<file path="config.mk">
export PLATFORM = sky130hd
export DESIGN_NAME = baud_ctrl
export DESIGN_NICKNAME = d
export VERILOG_FILES = /design/src/rtl/baud_pkg.sv /design/src/rtl/baud_prescale.sv /design/src/rtl/baud_ctrl.sv
export SDC_FILE = /design/constraint.sdc
export NUM_CORES = 1
export LEC_CHECK = 0
export ABC_CLOCK_PERIOD_IN_PS = 3800
export CAP_MARGIN = 5
export CELL_PAD_IN_SITES_DETAIL_PLACEMENT = 1
export CELL_PAD_IN_SITES_GLOBAL_PLACEMENT = 1
export CORE_MARGIN = 2
export CORE_UTILIZATION = 30
export DETAILED_ROUTE_END_ITERATION = 16
export PLACE_DENSITY_LB_ADDON = 0.1
export SYNTH_ARGS = -nofsm -noshare
export SYNTH_HDL_FRONTEND = slang
export SYNTH_SLANG_ARGS = --single-unit
</file>
<file path="constraint.sdc">
create_clock -name clk -period 3.8 [get_ports clk]
set_input_delay 0.57 -clock clk [delete_from_list [all_inputs] [get_ports clk]]
set_output_delay 0.57 -clock clk [all_outputs]
set_load 0.02 [all_outputs]
</file>
<file path="src/rtl/baud_pkg.sv">
// Shared constants and state encoding for the baud-rate controller.
//   DIV_W       : prescale divisor width
//   OVS         : oversample ticks per bit period
//   DEFAULT_DIV : divisor loaded at reset (50 MHz, 9600 baud, x16)
//   FRAC_W      : fractional divisor width (sixteenths)
//   state_e     : controller states
package baud_pkg;

    localparam int unsigned DIV_W       = 16;
    localparam int unsigned OVS         = 16;
    localparam int unsigned DEFAULT_DIV = 326;
    localparam int unsigned FRAC_W      = 4;

    typedef enum logic [1:0] {
        ST_IDLE = 2'd0,
        ST_RUN  = 2'd1,
        ST_PEND = 2'd2
    } state_e;

endpackage

</file>
<file path="src/rtl/baud_prescale.sv">
// Prescale counter: counts 0..last and flags the wrap cycle. With
// BAUD_CTRL_FRAC_EN defined, a 4-bit phase accumulator adds frac_i on every
// wrap and a carry-out stretches the following period by one cycle.
// Ports:
//   clk, reset : clock, asynchronous active-high reset
//   run_i      : count enable; low holds everything at zero
//   clr_i      : phase restart; zeroes the count and masks the wrap
//   div_i      : active divisor (>= 2)
//   frac_i     : active fractional divisor (ignored without BAUD_CTRL_FRAC_EN)
//   wrap_c_o   : combinational, high in the cycle the count sits at its last value
module baud_prescale #(
    parameter int unsigned DIV_W = baud_pkg::DIV_W
) (
    input  logic             clk,
    input  logic             reset,
    input  logic             run_i,
    input  logic             clr_i,
    input  logic [DIV_W-1:0] div_i,
    input  logic [3:0]       frac_i,
    output logic             wrap_c_o
);

    logic [DIV_W-1:0] count_q;
    logic [DIV_W-1:0] count_d;
    logic [DIV_W-1:0] last_c;

`ifdef BAUD_CTRL_FRAC_EN
    logic [3:0] acc_q;
    logic [3:0] acc_d;
    logic       stretch_q;
    logic       stretch_d;
    logic [4:0] sum_c;

    // A stretched period ends one count later.
    assign last_c = stretch_q ? div_i : div_i - DIV_W'(1);
    assign sum_c  = 5'(acc_q) + 5'(frac_i);

    // Phase accumulator; its carry decides the length of the next period.
    always_comb begin
        acc_d     = acc_q;
        stretch_d = stretch_q;
        if (!run_i || clr_i) begin
            acc_d     = '0;
            stretch_d = 1'b0;
        end else if (wrap_c_o) begin
            acc_d     = sum_c[3:0];
            stretch_d = sum_c[4];
        end
    end

    always_ff @(posedge clk or posedge reset) begin
        if (reset) begin
            acc_q     <= '0;
            stretch_q <= 1'b0;
        end else begin
            acc_q     <= acc_d;
            stretch_q <= stretch_d;
        end
    end
`else
    logic unused_frac;
    assign unused_frac = ^frac_i;
    assign last_c      = div_i - DIV_W'(1);
`endif

    assign wrap_c_o = run_i && !clr_i && (count_q == last_c);

    // Count up, restarting at zero on wrap, phase restart or halt.
    always_comb begin
        count_d = count_q + DIV_W'(1);
        if (!run_i || clr_i || wrap_c_o) begin
            count_d = '0;
        end
    end

    always_ff @(posedge clk or posedge reset) begin
        if (reset) begin
            count_q <= '0;
        end else begin
            count_q <= count_d;
        end
    end

endmodule

</file>
<file path="src/rtl/baud_ctrl.sv">
// Baud-rate controller: prescaler-driven oversample and bit ticks with a
// glitch-free, wrap-aligned divisor update path.
// Optional feature: define BAUD_CTRL_FRAC_EN for fractional division.
// Ports:
//   clk, reset : clock, asynchronous active-high reset
//   en         : run request; low halts and zeroes all counters
//   div_wr     : one-cycle divisor update strobe
//   div_val    : new divisor (0 and 1 clamp to 2)
//   div_frac   : new fractional divisor in sixteenths
//   phase_clr  : restart bit phase
//   div_ack    : pulse when a written divisor takes effect
//   tick_ovs   : oversample tick
//   tick_bit   : bit tick, coincident with every OVS-th oversample tick
//   busy       : state is RUN or PEND
module baud_ctrl #(
    parameter int unsigned DIV_W       = baud_pkg::DIV_W,
    parameter int unsigned OVS         = baud_pkg::OVS,
    parameter int unsigned DEFAULT_DIV = baud_pkg::DEFAULT_DIV
) (
    input  logic             clk,
    input  logic             reset,
    input  logic             en,
    input  logic             div_wr,
    input  logic [DIV_W-1:0] div_val,
    input  logic [3:0]       div_frac,
    input  logic             phase_clr,
    output logic             div_ack,
    output logic             tick_ovs,
    output logic             tick_bit,
    output logic             busy
);

    localparam int unsigned OVS_W = (OVS > 1) ? $clog2(OVS) : 1;
    localparam logic [OVS_W-1:0] OVS_LAST = OVS_W'(OVS - 1);

    baud_pkg::state_e state_q;
    logic [DIV_W-1:0] div_q;
    logic [3:0]       frac_q;
    logic [DIV_W-1:0] shd_div_q;
    logic [3:0]       shd_frac_q;
    logic [OVS_W-1:0] ovs_q;
    logic             div_ack_q;
    logic             tick_ovs_q;
    logic             tick_bit_q;
    logic             busy_q;

    logic             run_c;
    logic             wrap_c;
    logic [DIV_W-1:0] div_clamp_c;

    // Dropping en takes effect in the same cycle so no tick can leak into IDLE.
    assign run_c       = (state_q != baud_pkg::ST_IDLE) && en;
    assign div_clamp_c = (div_val < DIV_W'(2)) ? DIV_W'(2) : div_val;

    baud_prescale #(
        .DIV_W (DIV_W)
    ) u_prescale (
        .clk      (clk),
        .reset    (reset),
        .run_i    (run_c),
        .clr_i    (phase_clr),
        .div_i    (div_q),
        .frac_i   (frac_q),
        .wrap_c_o (wrap_c)
    );

    // FSM, divisor/shadow registers, oversample counter and registered outputs.
    always_ff @(posedge clk or posedge reset) begin
        if (reset) begin
            state_q    <= baud_pkg::ST_IDLE;
            div_q      <= DIV_W'(DEFAULT_DIV);
            frac_q     <= '0;
            shd_div_q  <= DIV_W'(DEFAULT_DIV);
            shd_frac_q <= '0;
            ovs_q      <= '0;
            div_ack_q  <= 1'b0;
            tick_ovs_q <= 1'b0;
            tick_bit_q <= 1'b0;
            busy_q     <= 1'b0;
        end else begin
            div_ack_q  <= 1'b0;
            tick_ovs_q <= wrap_c;
            tick_bit_q <= wrap_c && (ovs_q == OVS_LAST);

            if (!run_c || phase_clr) begin
                ovs_q <= '0;
            end else if (wrap_c) begin
                ovs_q <= (ovs_q == OVS_LAST) ? '0 : ovs_q + OVS_W'(1);
            end

            if (!en) begin
                // Halted: writes land at once, a pending shadow is flushed.
                state_q <= baud_pkg::ST_IDLE;
                busy_q  <= 1'b0;
                if (div_wr) begin
                    div_q      <= div_clamp_c;
                    frac_q     <= div_frac;
                    shd_div_q  <= div_clamp_c;
                    shd_frac_q <= div_frac;
                    div_ack_q  <= 1'b1;
                end else if (state_q == baud_pkg::ST_PEND) begin
                    div_q     <= shd_div_q;
                    frac_q    <= shd_frac_q;
                    div_ack_q <= 1'b1;
                end
            end else begin
                busy_q <= 1'b1;
                case (state_q)
                    baud_pkg::ST_IDLE: begin
                        state_q <= baud_pkg::ST_RUN;
                        if (div_wr) begin
                            div_q      <= div_clamp_c;
                            frac_q     <= div_frac;
                            shd_div_q  <= div_clamp_c;
                            shd_frac_q <= div_frac;
                            div_ack_q  <= 1'b1;
                        end
                    end
                    baud_pkg::ST_RUN: begin
                        if (div_wr) begin
                            shd_div_q  <= div_clamp_c;
                            shd_frac_q <= div_frac;
                            state_q    <= baud_pkg::ST_PEND;
                        end
                    end
                    baud_pkg::ST_PEND: begin
                        // A write on the wrap cycle defers the apply by one period.
                        if (div_wr) begin
                            shd_div_q  <= div_clamp_c;
                            shd_frac_q <= div_frac;
                        end else if (wrap_c) begin
                            div_q     <= shd_div_q;
                            frac_q    <= shd_frac_q;
                            div_ack_q <= 1'b1;
                            state_q   <= baud_pkg::ST_RUN;
                        end
                    end
                    default: begin
                        state_q <= baud_pkg::ST_IDLE;
                        busy_q  <= 1'b0;
                    end
                endcase
            end
        end
    end

    assign div_ack  = div_ack_q;
    assign tick_ovs = tick_ovs_q;
    assign tick_bit = tick_bit_q;
    assign busy     = busy_q;

endmodule
</file>
==> flow_summary.yaml, run 1 <==
grt:
  antenna_found_initial: 0
  grt_pass1_vias: 2556
  overflow: 0
  grt_start_max_net_pins: 47
  grt_pass1_wl_mm: 13.3
  grt_usage_pct: 14.8
detailed_routing:
  drc: 0
  drt-pass1-iter-count: 4
  dr_total_vias: 2348
  drt-vias-per-instance: 4.92
  drt_iter0_drc: 100
  drt-total-wl_mm: 7.59
  ant_nets: 0
  wl_per_cell_um: 15.9
synth:
  synth_top_area_share_pct: 38.2
  ys_ff_latch: 58
  ys.flop_type: "dfrtp_1"
  synth_fp_nets: 334
  synth_area_leaders: "dfrtp_1 (38%), mux2_2 (11%), dfstp_2 (6.4%)"
  syn_inst: 306
  yosysUniqueCellTypes: 51
  netlist_area_mm2: 0.00327
  yosysSeqAreaShare_pct: 44.6
  yosys.area.top_type: "dfrtp_1"
  synthArstFlopShare_pct: 100
  postSynthAreaPerCell_um2: 10.7
  yosys_warnings: 0
  synth-edff-count: 0
cts:
  clock_sinks: 58
  clk_pin_slew_ns: 0.07
  cts-buffers-inserted: 9
  htreeDepth: 3
  post-cts-setup-buffer-count: 0
  cts_hold_buf: 0
  worstSkewPairLatency_ns: 0.35
  cts_tree: "yes"
  cts_root_buf: "clkbuf_8"
  cts.repair.resized: 0
  clk_path_buf_depth: 2
timing:
  slew-limit-headroom_pct: 34.2
  fin_tns_setup_ns: 0
  drv_slew: 0
  fin_crit_sh_pct: 86.8
  min_period_ns: 3.30
  setup_viol: 0
  skew_ns: 0.0133
  rsz0062_at_grt: "no"
  fmax_ghz: 0.303
  hold_slack_ns: 0.493
  hold_violations: 0
  tightest_slew_ns: 0.986
worst_setup_path:
  critical_path_required_ns: 4.02
  crit_chain: "inv_1 > ha_1 > or4b_1 > nor4_4 > xnor2_1 > a2111oi_4 > nand4_1 > o31ai_4 > buf_4 > mux2_2"
  crit_fanout: 17
  crit_slowest_cell: "or4b_1"
  criticalPathCategory: "flip-flop to flip-flop"
  critPathArrivalTime_ns: 3.52
  crit_path_max_incr_delay_ns: 0.64
  critPathCaptureType: "flip-flop"
  cp-start-kind: "flip-flop"
finish:
  final_common_cell: "dfrtp_1"
  drive_above_1_share_pct: 21.4
  syn_to_final_growth_pct: 16.7
  final_cell_mix: "dfrtp_1 (50), mux2_2 (33), nor2_1 (28)"
  fin_nets: 360
  antenna_cells: 0
  fin_cells: 477
floorplan:
  rows: 38
  num_io_pins: 29
  die-height_um: 108
  die_w_um: 108
  initial_utilization_pct: 30.5
  dieArea_mm2: 0.0118
  design.core.area_mm2: 0.0107
status:
  run_status: "complete, no violations"
pwr:
  ir_drop_uv: 253
  p_total_mw: 1.60
  p_leak_nw: 1.49
  cellPowerDensity_mw_per_mm2: 419
placement:
  dp_cells: 461
  hpwl_mm: 5.51
  portBuffers: 24
  gp_congestion: 0.809
flow_run:
  drv_cap: 0
hold_path:
  holdCritPathClass: "flip-flop to flip-flop"
## path summary, 6_finish.rpt
kind	from	endpoint	slack, ns	cells past startpoint
worst max-delay path	div_q[0]	div_q[7]	0.50	10
worst min-delay path	shd_div_q[1]	shd_div_q[1]	0.49	2
worst max register to register	div_q[0]	div_q[7]	0.50	10
worst min register to register	shd_div_q[1]	shd_div_q[1]	0.49	2
max in group asynchronous	reset	u_prescale.count_q[15]	2.25	3
min in group asynchronous	reset	shd_div_q[14]	0.77	2
## through the flow
stage / worst slack (ns) / area [um^2] / util (%)
detailed placement: 0.491 / 3660 / 34.0
floorplan: 0.885 / 3270 / -
finish: 0.502 / 3820 / 35.6
CTS: 0.465 / 3820 / 35.6
global route: 0.236 / 3820 / 35.6
global placement: 0.612 / 3660 / 34.0
## synthesized netlist by cell type, drive strengths merged (2+ instances only)
library cell  number
nand2             15
nand4              4
o21ai              9
nor4               8
mux2              38
nor3b              2
and3               4
nand2b             6
nand3             14
xnor2             17
a21boi             2
and2               2
o311ai             2
dfrtp             50
mux2i             10
a21oi             10
o31ai              2
nor3               7
o211ai             4
nor2b              2
buf                5
a31oi              2
xor2              14
clkbuf            10
dfstp              8
or4                2
nand3b             2
ha                 3
inv                9
nor2              28
## flip-flops by register name, summed over array words and instances (netlist names)
register / cells
busy: 1
div_ack: 1
div_q: 16
ovs_q: 4
shd_div_q: 16
state_q: 2
tick_bit: 1
tick_ovs: 1
u_prescale.count_q: 16
## layer usage
layer  track usage [%]  share of wire [%]  vias up
met5                 0                  0        -
met4              5.40                1.5        0
met3              3.19                2.6       12
met2              24.2                 48       26
met1              19.4                 48     1172
li1                  -                  -     1138
## power breakdown
| group | switching (mW) | internal (mW) |
|---|---|---|
| combinational | 0.162 | 0.174 |
| sequential | 0.0830 | 0.690 |
| clock | 0.262 | 0.232 |
| total | 0.507 | 1.10 |
## logic make-up (layout without fill, tap and decap cells)
family / Yosys count / count (layout) / synth area share, %
compound gates: 40 / 40 / 9.09
xor+xnor: 31 / 31 / 8.29
fa+ha+maj: 3 / 3 / 1.15
buf+inv: 24 / 55 / 3.36
flops: 58 / 58 / 44.6
mux: 48 / 48 / 16.7
simple gates: 102 / 102 / 16.8
## layout make-up
type                       instances  area (um^2)
fill                            1213         6920
multi-input combinational        224         1700
sequential                        58         1460
timing repair buffer              30          285
tap                              140          175
clock buffer                      10          128
clock inverter                     6         35.0
inverter                           9         33.8
## critical path: cells and delay by family, from the launching register on
| kind | cells | cell delay (ns) |
|---|---|---|
| multiplexers | 1 | 0.37 |
| AND/OR/NAND/NOR | 3 | 1.08 |
| AO/OA/AOI/OAI | 2 | 0.50 |
| flip-flops | 1 | 0.42 |
| XOR/XNOR | 1 | 0.14 |
| adder cells (fa/ha/maj) | 1 | 0.27 |
| buffers and inverters | 2 | 0.41 |
Note: power is estimated with default switching activity, not from simulation.
==> run 2: changes to the inputs <==
- CAP_MARGIN: 5 -> unset
==> results of run 2 <==
Final layout, timing and power as in run 1 (identical DEF).
